[config.mk]
export PLATFORM = sky130hd
export DESIGN_NAME = mole_sprite_renderer_flat
export DESIGN_NICKNAME = d
export VERILOG_FILES = /design/src/rtl/mole_sprite_renderer_if.sv /design/src/rtl/mole_sprite_renderer.sv /design/src/flat_wrapper.sv
export SDC_FILE = /design/constraint.sdc
export NUM_CORES = 1
export LEC_CHECK = 0
export ABC_AREA = 1
export CAP_MARGIN = 5
export CORE_MARGIN = 2
export CORE_UTILIZATION = 42
export DETAILED_ROUTE_END_ITERATION = 8
export HOLD_SLACK_MARGIN = 0.05
export PLACE_DENSITY_LB_ADDON = 0.3
export SYNTH_ARGS = -nofsm -noshare
export SYNTH_HDL_FRONTEND = slang
export SYNTH_SLANG_ARGS = --single-unit
[constraint.sdc]
create_clock -name clk -period 3 [get_ports clk]
set_input_delay 0.9 -clock clk [delete_from_list [all_inputs] [get_ports clk]]
set_output_delay 0.9 -clock clk [all_outputs]
set_load 0.01 [all_outputs]
[src/rtl/mole_sprite_renderer_if.sv]
// Raster, control and pattern-ROM signals shared by the VGA front end and one mole renderer.
// master drives raster/control/ROM data; slave is the renderer.
interface mole_sprite_renderer_if;
   logic [9:0]  pixel_x;
   logic [9:0]  pixel_y;
   logic        video_on;
   logic        frame_tick;
   logic [9:0]  mole_x;
   logic [9:0]  mole_y;
   logic        pop_req;
   logic        hit;
   logic [4:0]  rom_row;
   logic [63:0] rom_pattern;
   logic        pixel_on;
   logic        whacked;
   logic        hit_ack;
   logic        busy;

   modport master (
      output pixel_x, pixel_y, video_on, frame_tick, mole_x, mole_y,
             pop_req, hit, rom_pattern,
      input  rom_row, pixel_on, whacked, hit_ack, busy
   );

   modport slave (
      input  pixel_x, pixel_y, video_on, frame_tick, mole_x, mole_y,
             pop_req, hit, rom_pattern,
      output rom_row, pixel_on, whacked, hit_ack, busy
   );
endinterface

[src/rtl/mole_sprite_renderer.sv]
// One mole: frame-stepped pop/hold/whack/sink FSM plus a pixel pipeline into a 32x64 pattern ROM.
// pixel_on lags pixel_x/y by 2 cycles; no backpressure, a new raster coordinate is accepted every cycle.
module mole_sprite_renderer #(
   parameter int RISE_STEP    = 4,
   parameter int UP_FRAMES    = 60,
   parameter int WHACK_FRAMES = 20
) (
   input  logic                   clk,
   input  logic                   rst,
   mole_sprite_renderer_if.slave  bus
);

   typedef enum logic [2:0] {
      S_HIDDEN,
      S_RISING,
      S_UP,
      S_SINKING,
      S_WHACKED
   } state_t;

   localparam logic [5:0] STEP       = 6'(RISE_STEP);
   localparam logic [5:0] FULL_H     = 6'd32;
   localparam logic [6:0] UP_LAST    = 7'(UP_FRAMES - 1);
   localparam logic [6:0] WHACK_LAST = 7'(WHACK_FRAMES - 1);

   state_t     state_q, state_d;
   logic [5:0] h_q, h_d;
   logic [6:0] frame_cnt_q, frame_cnt_d;
   logic       hit_ack_q, hit_ack_d;
   logic       busy_q;
   logic       whacked_q;

   // Hit is checked before frame_tick so a strike always wins the cycle.
   always_comb begin
      state_d     = state_q;
      h_d         = h_q;
      frame_cnt_d = frame_cnt_q;
      hit_ack_d   = 1'b0;
      case (state_q)
         S_HIDDEN: begin
            h_d = 6'd0;
            if (bus.pop_req) begin
               state_d = S_RISING;
            end
         end
         S_RISING: begin
            if (bus.hit) begin
               state_d     = S_WHACKED;
               frame_cnt_d = 7'd0;
               hit_ack_d   = 1'b1;
            end else if (bus.frame_tick) begin
               h_d = h_q + STEP;
               if (h_q + STEP == FULL_H) begin
                  state_d     = S_UP;
                  frame_cnt_d = 7'd0;
               end
            end
         end
         S_UP: begin
            if (bus.hit) begin
               state_d     = S_WHACKED;
               frame_cnt_d = 7'd0;
               hit_ack_d   = 1'b1;
            end else if (bus.frame_tick) begin
               if (frame_cnt_q == UP_LAST) begin
                  state_d = S_SINKING;
               end else begin
                  frame_cnt_d = frame_cnt_q + 7'd1;
               end
            end
         end
         S_SINKING: begin
            if (bus.frame_tick) begin
               h_d = h_q - STEP;
               if (h_q == STEP) begin
                  state_d = S_HIDDEN;
               end
            end
         end
         S_WHACKED: begin
            if (bus.frame_tick) begin
               if (frame_cnt_q == WHACK_LAST) begin
                  state_d = S_HIDDEN;
                  h_d     = 6'd0;
               end else begin
                  frame_cnt_d = frame_cnt_q + 7'd1;
               end
            end
         end
         default: begin
            state_d = S_HIDDEN;
            h_d     = 6'd0;
         end
      endcase
   end

   // busy/whacked decode the next state so they line up with state_q.
   always_ff @(posedge clk) begin
      if (rst) begin
         state_q     <= S_HIDDEN;
         h_q         <= 6'd0;
         frame_cnt_q <= 7'd0;
         hit_ack_q   <= 1'b0;
         busy_q      <= 1'b0;
         whacked_q   <= 1'b0;
      end else begin
         state_q     <= state_d;
         h_q         <= h_d;
         frame_cnt_q <= frame_cnt_d;
         hit_ack_q   <= hit_ack_d;
         busy_q      <= (state_d != S_HIDDEN);
         whacked_q   <= (state_d == S_WHACKED);
      end
   end

   // Box tests run in 11 bits so the right/bottom edges never wrap near 1023.
   logic [10:0] px, py, mx, my;
   logic [10:0] x_end, y_rim, top;
   logic        in_box_d;
   logic [4:0]  rom_row_d;
   logic [5:0]  col_d;

   assign px        = {1'b0, bus.pixel_x};
   assign py        = {1'b0, bus.pixel_y};
   assign mx        = {1'b0, bus.mole_x};
   assign my        = {1'b0, bus.mole_y};
   assign x_end     = mx + 11'd64;
   assign y_rim     = my + 11'd32;
   assign top       = y_rim - {5'd0, h_q};
   assign in_box_d  = bus.video_on && (px >= mx) && (px < x_end) &&
                      (py >= top) && (py < y_rim) && (h_q != 6'd0);
   assign rom_row_d = bus.pixel_y[4:0] - top[4:0];
   assign col_d     = bus.pixel_x[5:0] - bus.mole_x[5:0];

   logic [4:0] rom_row_q;
   logic [5:0] col_q;
   logic       in_box_q;
   logic       pixel_on_q;

   always_ff @(posedge clk) begin
      if (rst) begin
         rom_row_q  <= 5'd0;
         col_q      <= 6'd0;
         in_box_q   <= 1'b0;
         pixel_on_q <= 1'b0;
      end else begin
         rom_row_q  <= rom_row_d;
         col_q      <= col_d;
         in_box_q   <= in_box_d;
         pixel_on_q <= in_box_q & bus.rom_pattern[6'd63 - col_q];
      end
   end

   assign bus.rom_row  = rom_row_q;
   assign bus.pixel_on = pixel_on_q;
   assign bus.whacked  = whacked_q;
   assign bus.hit_ack  = hit_ack_q;
   assign bus.busy     = busy_q;

endmodule
[src/flat_wrapper.sv]
// flat-port wrapper written by rule: the top's interface ports become plain ports
module mole_sprite_renderer_flat 
#(
   parameter int RISE_STEP    = 4,
   parameter int UP_FRAMES    = 60,
   parameter int WHACK_FRAMES = 20
)
  (clk, rst, bus_pixel_x, bus_pixel_y, bus_video_on, bus_frame_tick, bus_mole_x, bus_mole_y, bus_pop_req, bus_hit, bus_rom_pattern, bus_rom_row, bus_pixel_on, bus_whacked, bus_hit_ack, bus_busy);
  mole_sprite_renderer_if bus_i ();
  input  logic clk;
  input  logic rst;
  input wire logic [$bits(bus_i.pixel_x)-1:0] bus_pixel_x;
  input wire logic [$bits(bus_i.pixel_y)-1:0] bus_pixel_y;
  input wire logic [$bits(bus_i.video_on)-1:0] bus_video_on;
  input wire logic [$bits(bus_i.frame_tick)-1:0] bus_frame_tick;
  input wire logic [$bits(bus_i.mole_x)-1:0] bus_mole_x;
  input wire logic [$bits(bus_i.mole_y)-1:0] bus_mole_y;
  input wire logic [$bits(bus_i.pop_req)-1:0] bus_pop_req;
  input wire logic [$bits(bus_i.hit)-1:0] bus_hit;
  input wire logic [$bits(bus_i.rom_pattern)-1:0] bus_rom_pattern;
  output wire logic [$bits(bus_i.rom_row)-1:0] bus_rom_row;
  output wire logic [$bits(bus_i.pixel_on)-1:0] bus_pixel_on;
  output wire logic [$bits(bus_i.whacked)-1:0] bus_whacked;
  output wire logic [$bits(bus_i.hit_ack)-1:0] bus_hit_ack;
  output wire logic [$bits(bus_i.busy)-1:0] bus_busy;
  assign bus_i.pixel_x = bus_pixel_x;
  assign bus_i.pixel_y = bus_pixel_y;
  assign bus_i.video_on = bus_video_on;
  assign bus_i.frame_tick = bus_frame_tick;
  assign bus_i.mole_x = bus_mole_x;
  assign bus_i.mole_y = bus_mole_y;
  assign bus_i.pop_req = bus_pop_req;
  assign bus_i.hit = bus_hit;
  assign bus_i.rom_pattern = bus_rom_pattern;
  assign bus_rom_row = bus_i.rom_row;
  assign bus_pixel_on = bus_i.pixel_on;
  assign bus_whacked = bus_i.whacked;
  assign bus_hit_ack = bus_i.hit_ack;
  assign bus_busy = bus_i.busy;
  mole_sprite_renderer #(.RISE_STEP(RISE_STEP), .UP_FRAMES(UP_FRAMES), .WHACK_FRAMES(WHACK_FRAMES)) u_core (.clk(clk), .rst(rst), .bus(bus_i));
endmodule
==> results of run 1 <==
[synthesized netlist by cell type, drive strengths merged (3+ instances only)]
master | count | area share
a21oi | 38 | 0.061
buf | 8 | 0.013
clkbuf | 6 | 0.0065
dfxtp | 30 | 0.17
ha | 43 | 0.16
inv | 67 | 0.073
nand2 | 160 | 0.18
nand3 | 91 | 0.14
nand4 | 6 | 0.011
nor2 | 46 | 0.053
o211ai | 3 | 0.0079
o21a | 5 | 0.011
o21ai | 21 | 0.030
xnor2 | 5 | 0.013
xor2 | 11 | 0.030
[worst paths after layout]
check	cells after the start	end	from	slack, ns
max reg2reg	19	u_core.in_box_q$_SDFF_PP0_	u_core.h_q[2]$_SDFFE_PP0P_	0.34
min	2	u_core.bus.pixel_on$_SDFF_PP0_	u_core.in_box_q$_SDFF_PP0_	0.46
min reg2reg	2	u_core.bus.pixel_on$_SDFF_PP0_	u_core.in_box_q$_SDFF_PP0_	0.46
max	17	u_core.in_box_q$_SDFF_PP0_	bus_mole_y[5]	0.09
[power by group]
group | internal, W | switching [W] | leakage, nW
sequential | 0.000432 | 0.0000295 | 0.246
combinational | 0.000391 | 0.000397 | 2.01
clock | 0.000184 | 0.000163 | 0.0472
[kinds of logic after synthesis]
family / share of synthesized area
adder cells (fa/ha/maj): 0.167
flip-flops: 0.173
AND/OR/NAND/NOR: 0.397
buffers and inverters: 0.0920
AO/OA/AOI/OAI: 0.128
XOR/XNOR: 0.0426
[sequential cells by signal, summed over array words and instances (netlist names)]
name	flops
u_core.bus.busy	1
u_core.bus.hit_ack	1
u_core.bus.pixel_on	1
u_core.bus.rom_row	5
u_core.bus.whacked	1
u_core.col_q	6
u_core.frame_cnt_q	7
u_core.h_q	4
u_core.in_box_q	1
u_core.state_q	3
[stage by stage]
stage	utilization	worst slack, ns	hold slack, ns
global route	0.618	-0.141	0.483
finish	0.618	0.0943	0.456
floorplan	-	0.143	0.407
detailed placement	0.597	-0.426	0.461
global placement	0.597	-0.339	0.461
CTS	0.611	0.0596	0.462
[layout make-up]
type | count | area [um^2] | share of cell area
clock buffers | 6 | 82.6 | 0.0165
clock inverters | 2 | 12.5 | 0.00250
inverters | 67 | 251 | 0.0503
multi-input cells | 448 | 2610 | 0.522
flip-flops and latches | 30 | 601 | 0.120
well taps | 105 | 131 | 0.0263
repair buffers | 135 | 1310 | 0.262
[critical path, cell delays in order]
cell and delay, ns:
clkdlybuf4s15_1 0.26, inv_1 0.07, ha_1 0.34, inv_1 0.08, o21ai_0 0.11, nor2_1 0.17, nand3_1 0.12, inv_1 0.07
nor2_1 0.04, ha_1 0.18, or2_2 0.30, a41oi_2 0.15, nand2_1 0.07, nand2_1 0.06, nand2_1 0.05, nand3_1 0.07
nor2_1 0.04
[routing by layer]
layer | vias up | GRT usage
met5 | - | 0
met4 | 0 | 0.0664
met3 | 17 | 0.0479
met2 | 154 | 0.443
met1 | 1871 | 0.237
li1 | 2101 | -
[what timing repair did]
action / CTS / global route
resized for setup: 4 / 13
setup buffers: 1 / 0
pin swaps: 4 / 5
endpoints found under the setup margin: 1 / 1
[cells in the final DEF, fill, tap and decap left out, types with 3 or more instances in the layout]
cell             synthesis  routed
a21oi_1                 36      36
buf_4                    0      17
clkbuf_8                 0       6
clkdlybuf4s50_1          0     113
dfxtp_1                 30      30
ha_1                    43      39
ha_4                     0       3
inv_1                   61      60
inv_2                    6       7
nand2_1                154     152
nand2_2                  5       7
nand3_1                 89      88
nand4_1                  6       6
nor2_1                  41      40
nor2_2                   5       6
o21a_1                   5       5
o21ai_0                 19      19
xnor2_1                  5       5
xor2_1                  10      10
==> flow_summary.json, run 1 <==
{
  "status": "finished, final reports clean",
  "vias": 4143,
  "grt_start_max_net_pins": 33,
  "final_area_um2": 5000,
  "ys_ff_latch": 30,
  "num_rows": 33,
  "cts_buffer_depth": 2,
  "skew_ns": 0.00816,
  "drc_errors": 0,
  "wire_per_inst_um": 13.1,
  "nets": 842,
  "layout-area-overhead-vs-synth_pct": 44.3,
  "avgSynthCellArea_um2": 6.20,
  "cts_buffers": 5,
  "antennaDiodeCount": 0,
  "die-area_um2": 9000,
  "clock_sinks": 30,
  "overflow": 0,
  "initialDrtViolationCount": 97,
  "start_util": 0.428,
  "synth_cell_types": 41,
  "antenna_found_initial": 0,
  "cts_tree": "done",
  "synth_edf_count": 0,
  "critPathMaxFanout": 3,
  "top_layer": "met4",
  "hpwlAfterDp_um": 8310,
  "p_leak_nw": 2.31,
  "cap_violations": 0,
  "dr_wl_met3_um": 832,
  "finalSetupViolCount": 0,
  "hp-class": "reg -> reg",
  "drt_pre_antenna_iters": 4,
  "syn_inst": 559,
  "required_ns": 3.17,
  "layout.cells.non_filler": 793,
  "ys_warn_count": 0,
  "placed_cells_incl_taps": 784,
  "ys_async_sr_fraction": 0,
  "synth_fp_nets": 714,
  "powerDensity_nw_per_um2": 319,
  "start_kind": "input pin",
  "final.period_utilization": 0.969,
  "ant_nets": 0,
  "min_period_ns": 2.91,
  "clock_latency_ns": 0.29,
  "met1_length_um": 4310,
  "routed-wl-met2_um": 5050,
  "peakVddDrop_v": 0.000287,
  "die_h_um": 94.9,
  "drv_slew": 0,
  "crit_path_end_kind": "flop",
  "fin_tns_setup_ns": 0,
  "ioPinCount": 119,
  "seq_area_frac_synth": 0.173,
  "crit_type": "in -> reg",
  "synthFlopType": "dfxtp_1",
  "track_usage": 0.225,
  "post_dp_cell_area_um2": 4830,
  "cp_data_arrival_time_ns": 3.08,
  "place.gp.congestion": 0.892,
  "cts_root_buffer": "clkbuf_8",
  "drive_above_1_share": 0.0887,
  "io_buffers": 118,
  "grt_pass1_vias": 3986,
  "vias_per_cell": 5.22,
  "die_width_um": 94.9,
  "syn_area_um2": 3470,
  "hold_viol": 0,
  "finalPower_w": 0.00160,
  "slew-limit-headroom": 0.407,
  "wirelength_um": 10400,
  "max_freq_ghz": 0.344,
  "htreeDepth": 2,
  "core_area_um2": 8090,
  "grt_first_pass_wirelength_um": 16500,
  "worst_pin_slew_ns": 0.889,
  "clk_pin_slew_ns": 0.07,
  "fillCellCount": 784,
  "cts_hold_buf": 0
}
(Power assumes the default switching activity.)
==> run 2, diff against run 1 <==
- CTS_CLUSTER_SIZE: unset -> 14
==> results of run 2 <==
The final DEF is identical to that of run 1; final timing and power are the same.
